--- src/rtl/mar_ctrl_seq.sv ---
// SAP-style instruction sequencer: six-state one-hot T-ring plus
// control-word decode for the 4-bit MAR datapath.
module mar_ctrl_seq #(
    parameter logic [3:0] OP_LDA = 4'h0,
    parameter logic [3:0] OP_ADD = 4'h1,
    parameter logic [3:0] OP_SUB = 4'h2,
    parameter logic [3:0] OP_OUT = 4'hE,
    parameter logic [3:0] OP_HLT = 4'hF
) (
    input  logic       clk,
    input  logic       clr,
    input  logic       run,
    input  logic       step,
    input  logic [3:0] opcode,
    output logic [5:0] t_state,
    output logic [1:0] mar_sel,
    output logic       mar_g1,
    output logic       mar_g2,
    output logic       ep,
    output logic       cp,
    output logic       ce,
    output logic       li,
    output logic       ei,
    output logic       la,
    output logic       ea,
    output logic       su,
    output logic       eu,
    output logic       lb,
    output logic       lo,
    output logic       halted
);

    typedef enum logic [5:0] {
        T1 = 6'b000001,
        T2 = 6'b000010,
        T3 = 6'b000100,
        T4 = 6'b001000,
        T5 = 6'b010000,
        T6 = 6'b100000
    } tstate_e;

    tstate_e state;
    logic    step_q;
    logic    step_rise;
    logic    adv;
    logic    is_lda;
    logic    is_arith;
    logic    is_mem;
    logic    is_out;
    logic    is_hlt;

    assign step_rise = step & ~step_q;
    assign adv       = ~halted & (run | step_rise);

    assign is_lda   = (opcode == OP_LDA);
    assign is_arith = (opcode == OP_ADD) | (opcode == OP_SUB);
    assign is_mem   = is_lda | is_arith;
    assign is_out   = (opcode == OP_OUT);
    assign is_hlt   = (opcode == OP_HLT);

    // step_q is cleared by clr so a step held through reset re-arms.
    always_ff @(posedge clk) begin
        if (clr) begin
            state  <= T1;
            halted <= 1'b0;
            step_q <= 1'b0;
        end else begin
            step_q <= step;
            if (adv) begin
                case (state)
                    T1: state <= T2;
                    T2: state <= T3;
                    T3: state <= T4;
                    T4: begin
                        if (is_mem)
                            state <= T5;
                        else if (is_hlt)
                            halted <= 1'b1;
                        else
                            state <= T1;
                    end
                    T5: state <= is_arith ? T6 : T1;
                    T6: state <= T1;
                    default: state <= T1;
                endcase
            end
        end
    end

    assign t_state = state;

    always_comb begin
        mar_sel = 2'b00;
        mar_g1  = 1'b0;
        mar_g2  = 1'b0;
        ep      = 1'b0;
        cp      = 1'b0;
        ce      = 1'b0;
        li      = 1'b0;
        ei      = 1'b0;
        la      = 1'b0;
        ea      = 1'b0;
        su      = 1'b0;
        eu      = 1'b0;
        lb      = 1'b0;
        lo      = 1'b0;
        if (!halted) begin
            case (state)
                T1: begin
                    ep     = 1'b1;
                    mar_g1 = 1'b1;
                    mar_g2 = 1'b1;
                end
                T2: cp = 1'b1;
                T3: begin
                    ce = 1'b1;
                    li = 1'b1;
                end
                T4: begin
                    if (is_mem) begin
                        ei      = 1'b1;
                        mar_sel = 2'b01;
                        mar_g1  = 1'b1;
                        mar_g2  = 1'b1;
                    end else if (is_out) begin
                        ea = 1'b1;
                        lo = 1'b1;
                    end
                end
                T5: begin
                    if (is_lda) begin
                        ce = 1'b1;
                        la = 1'b1;
                    end else if (is_arith) begin
                        ce = 1'b1;
                        lb = 1'b1;
                    end
                end
                T6: begin
                    if (is_arith) begin
                        eu = 1'b1;
                        la = 1'b1;
                        su = (opcode == OP_SUB);
                    end
                end
                default: ;
            endcase
        end
    end

endmodule

--- config.mk ---
export PLATFORM = sky130hd
export DESIGN_NAME = mar_ctrl_seq
export DESIGN_NICKNAME = d
export VERILOG_FILES = /design/src/rtl/mar_ctrl_seq.sv
export SDC_FILE = /design/constraint.sdc
export NUM_CORES = 1
export LEC_CHECK = 0
export BUFFER_PORTS_ARGS = -buffer_cell sky130_fd_sc_hd__buf_4
export CORE_MARGIN = 10
export CORE_UTILIZATION = 44
export CTS_CLUSTER_DIAMETER = 200
export DETAILED_ROUTE_END_ITERATION = 10
export GPL_ROUTABILITY_DRIVEN = 0
export PLACE_DENSITY = 0.76
export SLEW_MARGIN = 25
export SYNTH_ARGS = -nofsm -noshare
export SYNTH_HDL_FRONTEND = slang
export SYNTH_SLANG_ARGS = --single-unit
--- constraint.sdc ---
create_clock -name clk -period 2.1 [get_ports clk]
set_clock_uncertainty 0.15 [all_clocks]
set_input_delay 0.21 -clock clk [delete_from_list [all_inputs] [get_ports clk]]
set_output_delay 0.21 -clock clk [all_outputs]
set_load 0.005 [all_outputs]
==> impl_metrics.xml <==
<?xml version="1.0" encoding="UTF-8"?>
<metrics>
  <group name="flow_run">
    <metric name="max-cap-violations" unit="">0</metric>
  </group>
  <group name="synth">
    <metric name="yosys-top-cells-count" unit="">nor2_1, dfxtp_1, a21oi_1, o21ai_0, nand2_1</metric>
    <metric name="yosys.cell_types.count" unit="">35</metric>
    <metric name="postSynthCellCount" unit="">88</metric>
    <metric name="synth_flop_cell" unit="">dfxtp_1</metric>
    <metric name="synth-warning-count" unit="">0</metric>
    <metric name="async_set_or_reset_register_ratio_after_synthesis" unit="%">0</metric>
    <metric name="nets_in_the_synthesized_netlist" unit="">96</metric>
    <metric name="synth_largest_area_cell" unit="">dfxtp_1</metric>
    <metric name="ys_top_cells_by_area" unit="">dfxtp_1, nor2_1, a21oi_1</metric>
    <metric name="yosys.area.top_type_share" unit="%">25.0</metric>
    <metric name="synth_enable_flop_cells" unit="">0</metric>
    <metric name="ys_ff_latch" unit="">8</metric>
    <metric name="synth.yosys.seq_area_share" unit="%">25.0</metric>
    <metric name="post_synth_instance_area" unit="um2">641</metric>
    <metric name="synth.most_common_cell" unit="">nor2_1</metric>
    <metric name="avgSynthCellArea" unit="um2">7.28</metric>
  </group>
  <group name="timing">
    <metric name="setup_total_negative_slack" unit="ns">-0.195</metric>
    <metric name="rsz0062_at_grt" unit="">yes</metric>
    <metric name="finalCritPeriodShare" unit="%">105</metric>
    <metric name="hold_violations" unit="">0</metric>
    <metric name="timing_worst_slew_pin_value" unit="ns">0.582</metric>
    <metric name="slew_headroom" unit="%">61.1</metric>
    <metric name="finalMaxSlewViolations" unit="">0</metric>
    <metric name="setup_viol" unit="">3</metric>
    <metric name="min_period" unit="ns">2.20</metric>
    <metric name="setup_ws" unit="ns">-0.101</metric>
    <metric name="max_freq" unit="GHz">0.454</metric>
  </group>
  <group name="drt">
    <metric name="detailedRoute.firstPassIterationCount" unit="">4</metric>
    <metric name="post-route-drc-count" unit="">0</metric>
    <metric name="via_per_inst" unit="">5.84</metric>
    <metric name="postRouteAntennaNets" unit="">0</metric>
    <metric name="routed_wire_length_per_instance" unit="um">17.0</metric>
    <metric name="postRouteWirelength" unit="um">2320</metric>
    <metric name="detailedRoute.firstIterationViolations" unit="">23</metric>
    <metric name="via_count" unit="">794</metric>
  </group>
  <group name="final_layout">
    <metric name="final_nets" unit="">131</metric>
    <metric name="flow.area_growth_from_synthesis" unit="%">55.5</metric>
    <metric name="num_antenna_cells" unit="">0</metric>
    <metric name="drive_gt1_share" unit="%">51.2</metric>
    <metric name="fin_area" unit="um2">996</metric>
  </group>
  <group name="global_route">
    <metric name="via_count_of_the_first_global_routing_pass" unit="">821</metric>
    <metric name="track_usage" unit="%">14.0</metric>
    <metric name="antenna_found_initial" unit="">0</metric>
    <metric name="grt_start_max_net_pins" unit="">12</metric>
    <metric name="globalRouteOverflowTotal" unit="">0</metric>
    <metric name="global_route_wire_length_before_repair" unit="um">3880</metric>
  </group>
  <group name="critical_path">
    <metric name="timing.rr.end" unit="">t_state[3]$_SDFFE_PP0P_</metric>
    <metric name="critical_path_class" unit="">reg -&gt; out</metric>
    <metric name="required" unit="ns">1.74</metric>
    <metric name="critPathArrivalTime" unit="ns">1.84</metric>
    <metric name="setup.reg_to_reg.worst_slack" unit="ns">0.07</metric>
    <metric name="worstReg2RegStart" unit="">t_state[4]$_SDFFE_PP0P_</metric>
    <metric name="cp_max_fo" unit="">3</metric>
    <metric name="critPathCaptureType" unit="">output port</metric>
    <metric name="critPathLaunchType" unit="">register</metric>
    <metric name="timing.reg2reg.worst_path_depth" unit="">4</metric>
  </group>
  <group name="clock_network">
    <metric name="post_cts_hold_buffer_count" unit="">0</metric>
    <metric name="tritoncts" unit="">done</metric>
    <metric name="numCtsBuffers" unit="">3</metric>
    <metric name="cts-root-buf" unit="">clkbuf_4</metric>
    <metric name="clock_sink_count" unit="">8</metric>
    <metric name="worstSkewPairLatency" unit="ns">0.26</metric>
    <metric name="htree_levels" unit="">1</metric>
    <metric name="cts_buffer_depth" unit="">2</metric>
    <metric name="path_clk_slew" unit="ns">0.05</metric>
  </group>
  <group name="hold_path">
    <metric name="hold_start" unit="">clr</metric>
    <metric name="min_path_type" unit="">in -&gt; reg</metric>
    <metric name="whs_endpoint" unit="">t_state[3]$_SDFFE_PP0P_</metric>
    <metric name="hold_path_depth" unit="">2</metric>
  </group>
  <group name="power">
    <metric name="p_seq_share" unit="%">35.8</metric>
    <metric name="share_comb_of_total_power" unit="%">38.3</metric>
    <metric name="power.share.switching" unit="%">30.6</metric>
    <metric name="static-leakage-power" unit="nW">0.421</metric>
    <metric name="pwr_density_cell" unit="nW/um2">463</metric>
    <metric name="int_power" unit="uW">320</metric>
    <metric name="total_switching_power" unit="uW">141</metric>
    <metric name="peakVddDrop" unit="uV">330</metric>
    <metric name="clock_power_share" unit="%">25.9</metric>
    <metric name="totalPowerFinal" unit="uW">461</metric>
  </group>
  <group name="die">
    <metric name="die_area" unit="um2">3380</metric>
    <metric name="row_cnt" unit="">13</metric>
    <metric name="placeableCoreArea" unit="um2">1330</metric>
    <metric name="floorplan.initialDensity" unit="%">48.0</metric>
    <metric name="dieWidth" unit="um">58.2</metric>
    <metric name="die_height" unit="um">58.2</metric>
    <metric name="io_pins" unit="">30</metric>
  </group>
  <group name="placed_design">
    <metric name="placement.io_buffers" unit="">28</metric>
    <metric name="dpl_cell_area" unit="um2">880</metric>
    <metric name="pre_cts_ws" unit="ns">0.0746</metric>
    <metric name="dp_hpwl" unit="um">1700</metric>
  </group>
  <group name="run_status">
    <metric name="status" unit="">finished, violations left</metric>
    <metric name="violations" unit="">negative setup slack</metric>
  </group>
</metrics>
-- cells in the final DEF (no fill, tap or decap), types with 2 or more instances in the layout --
master and count:
buf_4 35, clkbuf_4 3, dfxtp_1 5, nor2_1 8, nor3_2 2, xor2_1 2
or4_4 2, nand2_1 6, a21oi_1 5, nand2b_1 3, nand3_1 2, buf_6 2
or3_1 2, dfxtp_2 3, o21ai_0 7, a21oi_2 3, nand4_1 2, nor3_1 2
nor2b_1 2
-- timing repair --
action                                  in CTS  in global routing
setup buffers                                2                  0
endpoints found under the setup margin       9                 15
gates resized for setup                      9                 11
pin swaps                                    3                  3
-- state kept, by name, summed over array words and instances, names as in the netlist --
signal / count
halted: 1
t_state: 6
step_q: 1
-- kinds of logic (layout without fill, tap and decap cells) --
kind of cell / Yosys count / in the layout / share of synthesized area, %
AO/OA/AOI/OAI: 23 / 23 / 23.4
XOR/XNOR: 2 / 2 / 2.73
buffers and inverters: 8 / 41 / 7.23
flip-flops: 8 / 8 / 25.0
other: 1 / 1 / 0.585
AND/OR/NAND/NOR: 46 / 46 / 41.0
-- power groups by stage --
stage	Sequential (mW)	Clock [mW]	Combinational [mW]
finish	0.165	0.119	0.176
global route	0.166	0.138	0.192
CTS	0.164	0.123	0.153
detailed placement	0.168	0	0.144
global placement	0.167	0	0.143
floorplan	0.171	0	0.0737
-- how the worst max path moves through the flow --
| stage | startpoint | endpoint | slack, ns |
|---|---|---|---|
| 6_report | t_state[4]$_SDFFE_PP0P_ | ce | -0.10 |
| 5_1_grt | t_state[5]$_SDFFE_PP0P_ | la | -0.16 |
| 4_1_cts | t_state[5]$_SDFFE_PP0P_ | la | -0.08 |
| 3_5_place_dp | t_state[4]$_SDFFE_PP0P_ | ea | 0.07 |
| 3_3_place_gp | t_state[4]$_SDFFE_PP0P_ | lo | 0.13 |
| 2_1_floorplan | t_state[4]$_SDFFE_PP0P_ | lo | 0.13 |
-- layer usage --
layer  track usage, %  routed length, um  vias to the layer above  share of wire, %
met4             7.72                 72                        0               3.1
li1                 -                  -                      384                 -
met2             21.6               1110                       45                48
met1             16.0                892                      356                39
met3             5.66                237                        9                10
met5                0                  0                        -                 0
-- stage by stage --
stage                     hold slack (ns)  instances  util, %
final                              0.0281        136     74.7
after global routing               0.0197        136     74.7
after CTS                          0.0228        136     70.9
after detailed placement            0.298        131     65.9
after global placement              0.283        131     65.9
after floorplan                     0.188         88        -
-- area by class of cell --
class                           count  area (um2)
Fill cell                         118         338
Sequential cell                     8         164
Tap cell                           15        18.8
Multi-Input combinational cell     72         502
Inverter                            1        3.75
Timing Repair Buffer               37         285
Clock buffer                        3        22.5
-- critical path, cell delays in order (launching register included) --
cell and delay, ns:
dfxtp_2 0.32, or4_4 0.57, or3b_4 0.42, a21oi_2 0.14, buf_4 0.13
(Power assumes the default switching activity.)
